**src/rtl/fetch_unit.sv**
```systemverilog
`default_nettype none
// ============================================================================
//  Module      : fetch_unit
//  Description : Instruction fetch stage. Issues at most one outstanding word
//                read to instruction memory, tags it with its PC, and buffers
//                returned instructions in a 2-entry FIFO for decode. A flush
//                empties the buffer and drops any response still in flight.
//                Optional macro FETCH_ERR_EN adds a per-entry bus-error flag
//                (i_mem_err / o_instr_err) and stops fetching after an error
//                entry until flush or reset.
//  Revision    : 1.0 - initial release
// ============================================================================
module fetch_unit #(
    parameter int WIDTH = 32,
    parameter int ILEN  = 32
) (
    input  logic             clk,
    input  logic             rst,            // asynchronous, active-low
    input  logic [WIDTH-1:0] i_pc,
    output logic             o_pc_en,
    output logic             o_mem_req,
    output logic [WIDTH-1:0] o_mem_addr,
    input  logic             i_mem_gnt,
    input  logic             i_mem_rvalid,
    input  logic [ILEN-1:0]  i_mem_rdata,
`ifdef FETCH_ERR_EN
    input  logic             i_mem_err,
    output logic             o_instr_err,
`endif
    output logic             o_instr_valid,
    output logic [ILEN-1:0]  o_instr,
    output logic [WIDTH-1:0] o_instr_pc,
    input  logic             i_instr_ready,
    input  logic             i_flush
);

    typedef enum logic [1:0] {
        S_REQ  = 2'd0,
        S_WAIT = 2'd1,
        S_DROP = 2'd2
    } state_t;

    state_t           r_state;
    state_t           w_state_nxt;
    logic [WIDTH-1:0] r_tag;

    logic [ILEN-1:0]  r_fifo_instr [2];
    logic [WIDTH-1:0] r_fifo_pc    [2];
    logic             r_wr_ptr;
    logic             r_rd_ptr;
    logic [1:0]       r_count;

    logic             w_req;
    logic             w_push;
    logic             w_pop;
    logic             w_latch_tag;
    logic             w_stall;

`ifdef FETCH_ERR_EN
    logic [1:0]       r_fifo_err;
    logic             r_err_hold;

    assign w_stall     = r_err_hold;
    assign o_instr_err = r_fifo_err[r_rd_ptr];
`else
    assign w_stall     = 1'b0;
`endif

    // Issue only when the FIFO can absorb the response; rst gates the request
    // so nothing is asked of memory while reset is held.
    assign o_mem_req     = w_req;
    assign o_mem_addr    = i_pc;
    assign o_pc_en       = w_req & i_mem_gnt;
    assign o_instr_valid = (r_count != 2'd0);
    assign o_instr       = r_fifo_instr[r_rd_ptr];
    assign o_instr_pc    = r_fifo_pc[r_rd_ptr];
    assign w_pop         = o_instr_valid & i_instr_ready;

    // Next-state and request/push decode
    always_comb begin
        w_state_nxt = r_state;
        w_req       = 1'b0;
        w_push      = 1'b0;
        w_latch_tag = 1'b0;
        case (r_state)
            S_REQ: begin
                w_req = rst & (r_count < 2'd2) & ~i_flush & ~w_stall;
                if (w_req && i_mem_gnt) begin
                    w_latch_tag = 1'b1;
                    w_state_nxt = S_WAIT;
                end
            end
            S_WAIT: begin
                if (i_mem_rvalid) begin
                    w_push      = ~i_flush;
                    w_state_nxt = S_REQ;
                end else if (i_flush) begin
                    w_state_nxt = S_DROP;
                end
            end
            S_DROP: begin
                // Response to a flushed request is swallowed whatever i_flush says
                if (i_mem_rvalid) begin
                    w_state_nxt = S_REQ;
                end
            end
            default: w_state_nxt = S_REQ;
        endcase
    end

    // State register and in-flight PC tag
    always_ff @(posedge clk or negedge rst) begin
        if (!rst) begin
            r_state <= S_REQ;
            r_tag   <= '0;
        end else begin
            r_state <= w_state_nxt;
            if (w_latch_tag) begin
                r_tag <= i_pc;
            end
        end
    end

    // Two-entry instruction FIFO; flush overrides push and pop
    always_ff @(posedge clk or negedge rst) begin
        if (!rst) begin
            for (int i = 0; i < 2; i++) begin
                r_fifo_instr[i] <= '0;
                r_fifo_pc[i]    <= '0;
            end
            r_wr_ptr <= 1'b0;
            r_rd_ptr <= 1'b0;
            r_count  <= 2'd0;
        end else begin
            if (w_push) begin
                r_fifo_instr[r_wr_ptr] <= i_mem_rdata;
                r_fifo_pc[r_wr_ptr]    <= r_tag;
            end
            if (i_flush) begin
                r_wr_ptr <= 1'b0;
                r_rd_ptr <= 1'b0;
                r_count  <= 2'd0;
            end else begin
                if (w_push) begin
                    r_wr_ptr <= ~r_wr_ptr;
                end
                if (w_pop) begin
                    r_rd_ptr <= ~r_rd_ptr;
                end
                case ({w_push, w_pop})
                    2'b10:   r_count <= r_count + 2'd1;
                    2'b01:   r_count <= r_count - 2'd1;
                    default: r_count <= r_count;
                endcase
            end
        end
    end

`ifdef FETCH_ERR_EN
    // Per-entry error flag and the fetch hold that follows an error
    always_ff @(posedge clk or negedge rst) begin
        if (!rst) begin
            r_fifo_err <= 2'b00;
            r_err_hold <= 1'b0;
        end else begin
            if (w_push) begin
                r_fifo_err[r_wr_ptr] <= i_mem_err;
            end
            if (i_flush) begin
                r_err_hold <= 1'b0;
            end else if (w_push && i_mem_err) begin
                r_err_hold <= 1'b1;
            end
        end
    end
`endif

endmodule
`default_nettype wire

```
**config.mk**
```make
export PLATFORM = sky130hd
export DESIGN_NAME = fetch_unit
export DESIGN_NICKNAME = d
export VERILOG_FILES = /design/src/rtl/fetch_unit.sv
export SDC_FILE = /design/constraint.sdc
export NUM_CORES = 1
export LEC_CHECK = 0
export ABC_CLOCK_PERIOD_IN_PS = 2260
export BUFFER_PORTS_ARGS = -buffer_cell sky130_fd_sc_hd__buf_2
export CAP_MARGIN = 30
export CELL_PAD_IN_SITES_DETAIL_PLACEMENT = 0
export CELL_PAD_IN_SITES_GLOBAL_PLACEMENT = 1
export CORE_UTILIZATION = 45
export CTS_CLUSTER_SIZE = 12
export DETAILED_ROUTE_END_ITERATION = 10
export PLACE_DENSITY_LB_ADDON = 0.12
export SYNTH_ARGS = -nofsm -noshare
export SYNTH_HDL_FRONTEND = slang
export SYNTH_SLANG_ARGS = --single-unit
```
**constraint.sdc**
```tcl
create_clock -name clk -period 2.26 [get_ports clk]
set_input_delay 0.452 -clock clk [delete_from_list [all_inputs] [get_ports clk]]
set_output_delay 0.452 -clock clk [all_outputs]
set_load 0.1 [all_outputs]
```
=== Word-level counts from Yosys, hierarchy flattened ===
Index checks and enable logic that the tools add are counted.

* Magnitude comparators: 4
* Multiply operators: 0
* Muxes and demuxes: 26
* Shifts and indexed selects: 0
* Divide/modulo/power cells: 0
* Reductions and logical operators: 8
* Equality and inequality tests: 7
* Bitwise gates (word level): 9
* Add/sub/neg operators: 2

{| class="wikitable"
|+ Operators with widths
! operator !! count
|-
| $mux 32 || 7
|-
| $bwmux 64 || 2
|-
| $demux 32 s1 || 1
|-
| $mux 2 || 5
|-
| $mux 1 || 9
|-
| $pmux 2 s3 || 1
|-
| $reduce_bool 2->1 || 3
|-
| $and 1x1->1 || 4
|-
| $eq 2x1->1 const B || 2
|-
| $eq 2x2->1 const B || 2
|-
| $ge 2x2->1 const B || 2
|-
| $ne 2x2->1 const B || 2
|-
| $not 1->2 || 2
|-
| $pmux 2 s2 || 1
|-
| $ne 3x3->1 const B || 1
|-
| $not 1->1 || 3
|-
| $reduce_and 3->1 || 1
|-
| $reduce_bool 3->1 || 1
|-
| $add 2x1->2 const B || 1
|-
| $logic_and 1x1->1 || 2
|-
| $logic_not 2->1 || 1
|-
| $lt 2x1->1 const B || 1
|-
| $lt 2x2->1 const B || 1
|-
| $sub 2x1->2 const B || 1
|}

* Bits in latches: 0
* Bits in writable memories: 0
* Memories: 0
* Memory bits (read-only): 0
* Bits in registers: 166
* Input bits: 70
* Output and inout port bits: 99
* Logic and storage cells: 65

=== Depth between registers and ports, before layout ===
* Depth in word-level cells: 6
* Gate-level depth with buffers: 6
* Mapped depth without buffers: 3

=== Worst setup path after synthesis ===
Ideal clock, no wire load.

* Kind: input to output
* Start point: input i_flush
* End point: output o_mem_req
* Path buffers: 1
* Slack: 0.226 ns
* Arrival time: 1.582 ns
* Data required time: 1.808 ns
* Stages on the path: 3
* Cell sequence: buf_6 > nor4_1 > and2_1

* Cells in the longest elaborated chain, start to end: 3

{| class="wikitable"
|+ RTL lines
! item !! line !! source
|-
| start, declared || 34 || <nowiki>input logic i_flush</nowiki>
|-
| $not 1->1 || 87 || <nowiki>w_req = rst & (r_count < 2'd2) & ~i_flush & ~w_stall;</nowiki>
|-
| $and 1x1->1 || 87 ||
|-
| $mux 1 || 85 || <nowiki>case (r_state)</nowiki>
|-
| end, declared || 21 || <nowiki>output logic o_mem_req,</nowiki>
|}

No other way between the ends.

=== Final worst setup path ===
* Start point: register r_rd_ptr
* End point: output o_instr[4]

* Cells in the longest elaborated chain, start to end: 4

{| class="wikitable"
|+ RTL lines
! item !! line !! source
|-
| start, declared || 50 || <nowiki>logic r_rd_ptr;</nowiki>
|-
| start signal, assigned || 148 || <nowiki>r_rd_ptr <= ~r_rd_ptr;</nowiki>
|-
| $not 1->2 (not written as such) || 75 || <nowiki>assign o_instr = r_fifo_instr[r_rd_ptr];</nowiki>
|-
| $mux 32 (not written as such) (3 in a row) || 75 ||
|-
| end, declared || 31 || <nowiki>output logic [ILEN-1:0] o_instr,</nowiki>
|}

No other way between the ends. The select of a mux whose other input is x is not followed.

==> out/results.tsv <==
metric	value	unit
CTS tree	done	
worst hold path class	in -> async	
final hold slack	133	ps
site row count	47	
Fillers	1376	
GP Congestion	0.668	
Max transition margin	37.6	%
mapped cell area	7560	um^2
HPWL Detailed	9270	um
peak supply drop	0.758	mV
max-cap violations	0	
Clock Skews	9.05	ps
Synth area leader	dfrtp_1	
status	finished, final reports clean	
drt wl/cell	17.2	um
IO buf count	168	
syn_nets	545	
final core occ	55.4	%
postcts setup bufs	0	
mux contribution to synthesized area	36.3	%
Top FF cell, synth	dfrtp_1	
H-tree depth	4	
Die Ht	132	um
top cell type's share of synthesized area	54.9	%
I/O pin count	169	
CTS-repair resized insts	8	
grt ovf	0	
Hold Buf Count CTS	0	
syn_area_per_cell	15.9	um^2
global-route wire length before repair	24500	um
root buffer cell	clkbuf_16	
synth warn	0	
WP data required	1810	ps
nature of the critical path endpoint	primary output	
Post-synth top cells	dfrtp_1 (166), mux2_2 (104), mux2_1 (60), mux2_4 (60), buf_4 (35)	
largest family of logic cells by synthesized area	multiplexers	
critical path type	reg -> out	
via count	4255	
Final Cycle Share	97.6	%
Routed WL	14600	um
cts bufs inserted	17	
setup repair after global routing missed its margin	yes	
WP data arrival	1750	ps
Final Instance Area	9130	um^2
Synth Area in Compound Gates	0.265	%
pre-CTS setup slack	258	ps
Slew Limit Fails	0	
EDFF count, synth	0	
number of global-route vias before repair	4616	
Initial Util	45.9	%
largest net degree at the start of global routing	167	
die width	132	um
first drt pass iteration count	4	
Hold Vio Cnt, Final	0	
Overall Power	12.5	mW
clk slew on worst S/H paths	60	ps
Gate Count Post-Synth	475	
Setup violations, final	0	
final-stage net count	685	
ys async rst share	100	%
DRC	0	
DIE AREA	17300	um^2
clock latency at the later pin of the worst-skew pair	420	ps
Placed Area	8430	um^2
post-synthesis sequential area ratio	54.9	%
achievable frequency	453	MHz
min Tclk post-route	2210	ps
total track usage	18.2	%
antenna violations before repair	3	
count leader, synth	dfrtp_1	
Post-Synth XOR/XNOR Area	0.232	%
Core Box Area	16500	um^2
Slew @ Worst Pin	935	ps
Pleak	4.55	nW
final worst slack	53.6	ps
Synth Register Bits	166	
DRT antenna net count	0	
adder-cell share of the synthesized area	0	%
Post-Synth Simple-Gate Area	1.97	%
CTS Buffer Depth	2	
area delta synth->final	20.8	%
PwrDens	1370	nW/um^2
layout cells sized above 1	60.8	%
Startpoint Class	flip-flop	
Starting DRT DRC Count	163	
top post-synthesis cells by area	dfrtp_1 (55%), mux2_2 (15%), mux2_4 (12%)	
DR vias/cell	5.00	
CP Max Fanout	43	
post-synthesis cell type count	27	
clock sink total	166	
[routing by layer]
layer	vias to the layer above	track usage (%)	wire length (um)
met3	14	4.59	666
met5	-	0	0
met1	2206	23.9	6730
li1	1932	-	-
met4	0	6.98	193
met2	103	28.8	7050
[worst paths after layout]
path                            depth (start not counted)  slack [ps]                      start                           end
min in group clk                                        2         240               i_mem_rvalid        r_state[1]$_DFFE_PN0P_
worst min-delay path                                    2         130                        rst   r_fifo_instr[8]$_DFFE_PN0P_
worst max register to register                          4         470     r_state[1]$_DFFE_PN0P_  r_fifo_instr[44]$_DFFE_PN0P_
worst min register to register                          1         490  r_fifo_pc[17]$_DFFE_PN0P_     r_fifo_pc[17]$_DFFE_PN0P_
worst max-delay path                                    3          50       r_rd_ptr$_DFFE_PN0P_                    o_instr[4]
max in group asynchronous                               2        1320                        rst          r_rd_ptr$_DFFE_PN0P_
[flip-flops by register name (all words and copies together) (netlist names)]
name	count
r_fifo_instr	64
r_fifo_pc	64
r_tag	32
r_count	2
r_state	2
r_rd_ptr	1
r_wr_ptr	1
[stage by stage]
stage | cells | TNS (ps)
global placement | 816 | 0
floorplan | 475 | 0
CTS | 848 | 0
detailed placement | 816 | 0
global route | 849 | -45.2
finish | 851 | 0
[kinds of logic (layout without fill, tap and decap cells)]
group | after synthesis | in the layout
DFF | 166 | 166
xor gates and xnor gates | 2 | 2
other | 0 | 3
buffers and inverters | 57 | 210
and+or+nand+nor | 22 | 22
AOI/OAI and AO/OA | 4 | 4
muxes | 224 | 224
[placed cells by master, fill, tap and decap left out, types with 2 or more instances in the layout]
master      Yosys  layout
mux2_4         60      60
bufinv_16       0       2
clkbuf_4        0       7
buf_2          12     123
a21oi_1         2       2
nand2b_1        2       2
or2_2           2       2
buf_12          6      10
xor2_1          2       2
inv_6           0       4
clkbuf_16       0      17
buf_6           2       2
clkinv_4        0       2
dfrtp_1       166     165
diode_2         0       3
mux2_1         60      60
nand3b_1        2       2
buf_4          35      36
mux2_2        104     104
nor2_1          3       3
clkinvlp_4      0       2
clkinv_2        0       5
o21ai_0         2       2
[report_power, final]
group	switching [mW]	leakage [nW]	total, mW	internal, mW
Combinational	4.11	2.12	5.64	1.54
Clock	1.20	0.284	2.84	1.63
Sequential	0.371	2.14	3.99	3.61
[area by class of cell]
type                       count  area, um^2  share of cell area [%]
antenna                        3        7.51                  0.0822
clock buffer                  17         425                    4.66
clock inverter                15         153                    1.67
multi-input combinational    252        2950                    32.3
sequential                   166        4160                    45.5
tap                          220         275                    3.01
timing repair buffer         178        1160                    12.7
[critical path, stage by stage (launching register included)]
cell and delay (ps):
dfrtp_2 390, buf_12 280, mux2_2 380, clkbuf_4 280
No activity file was read; power rests on OpenSTA's default activity.
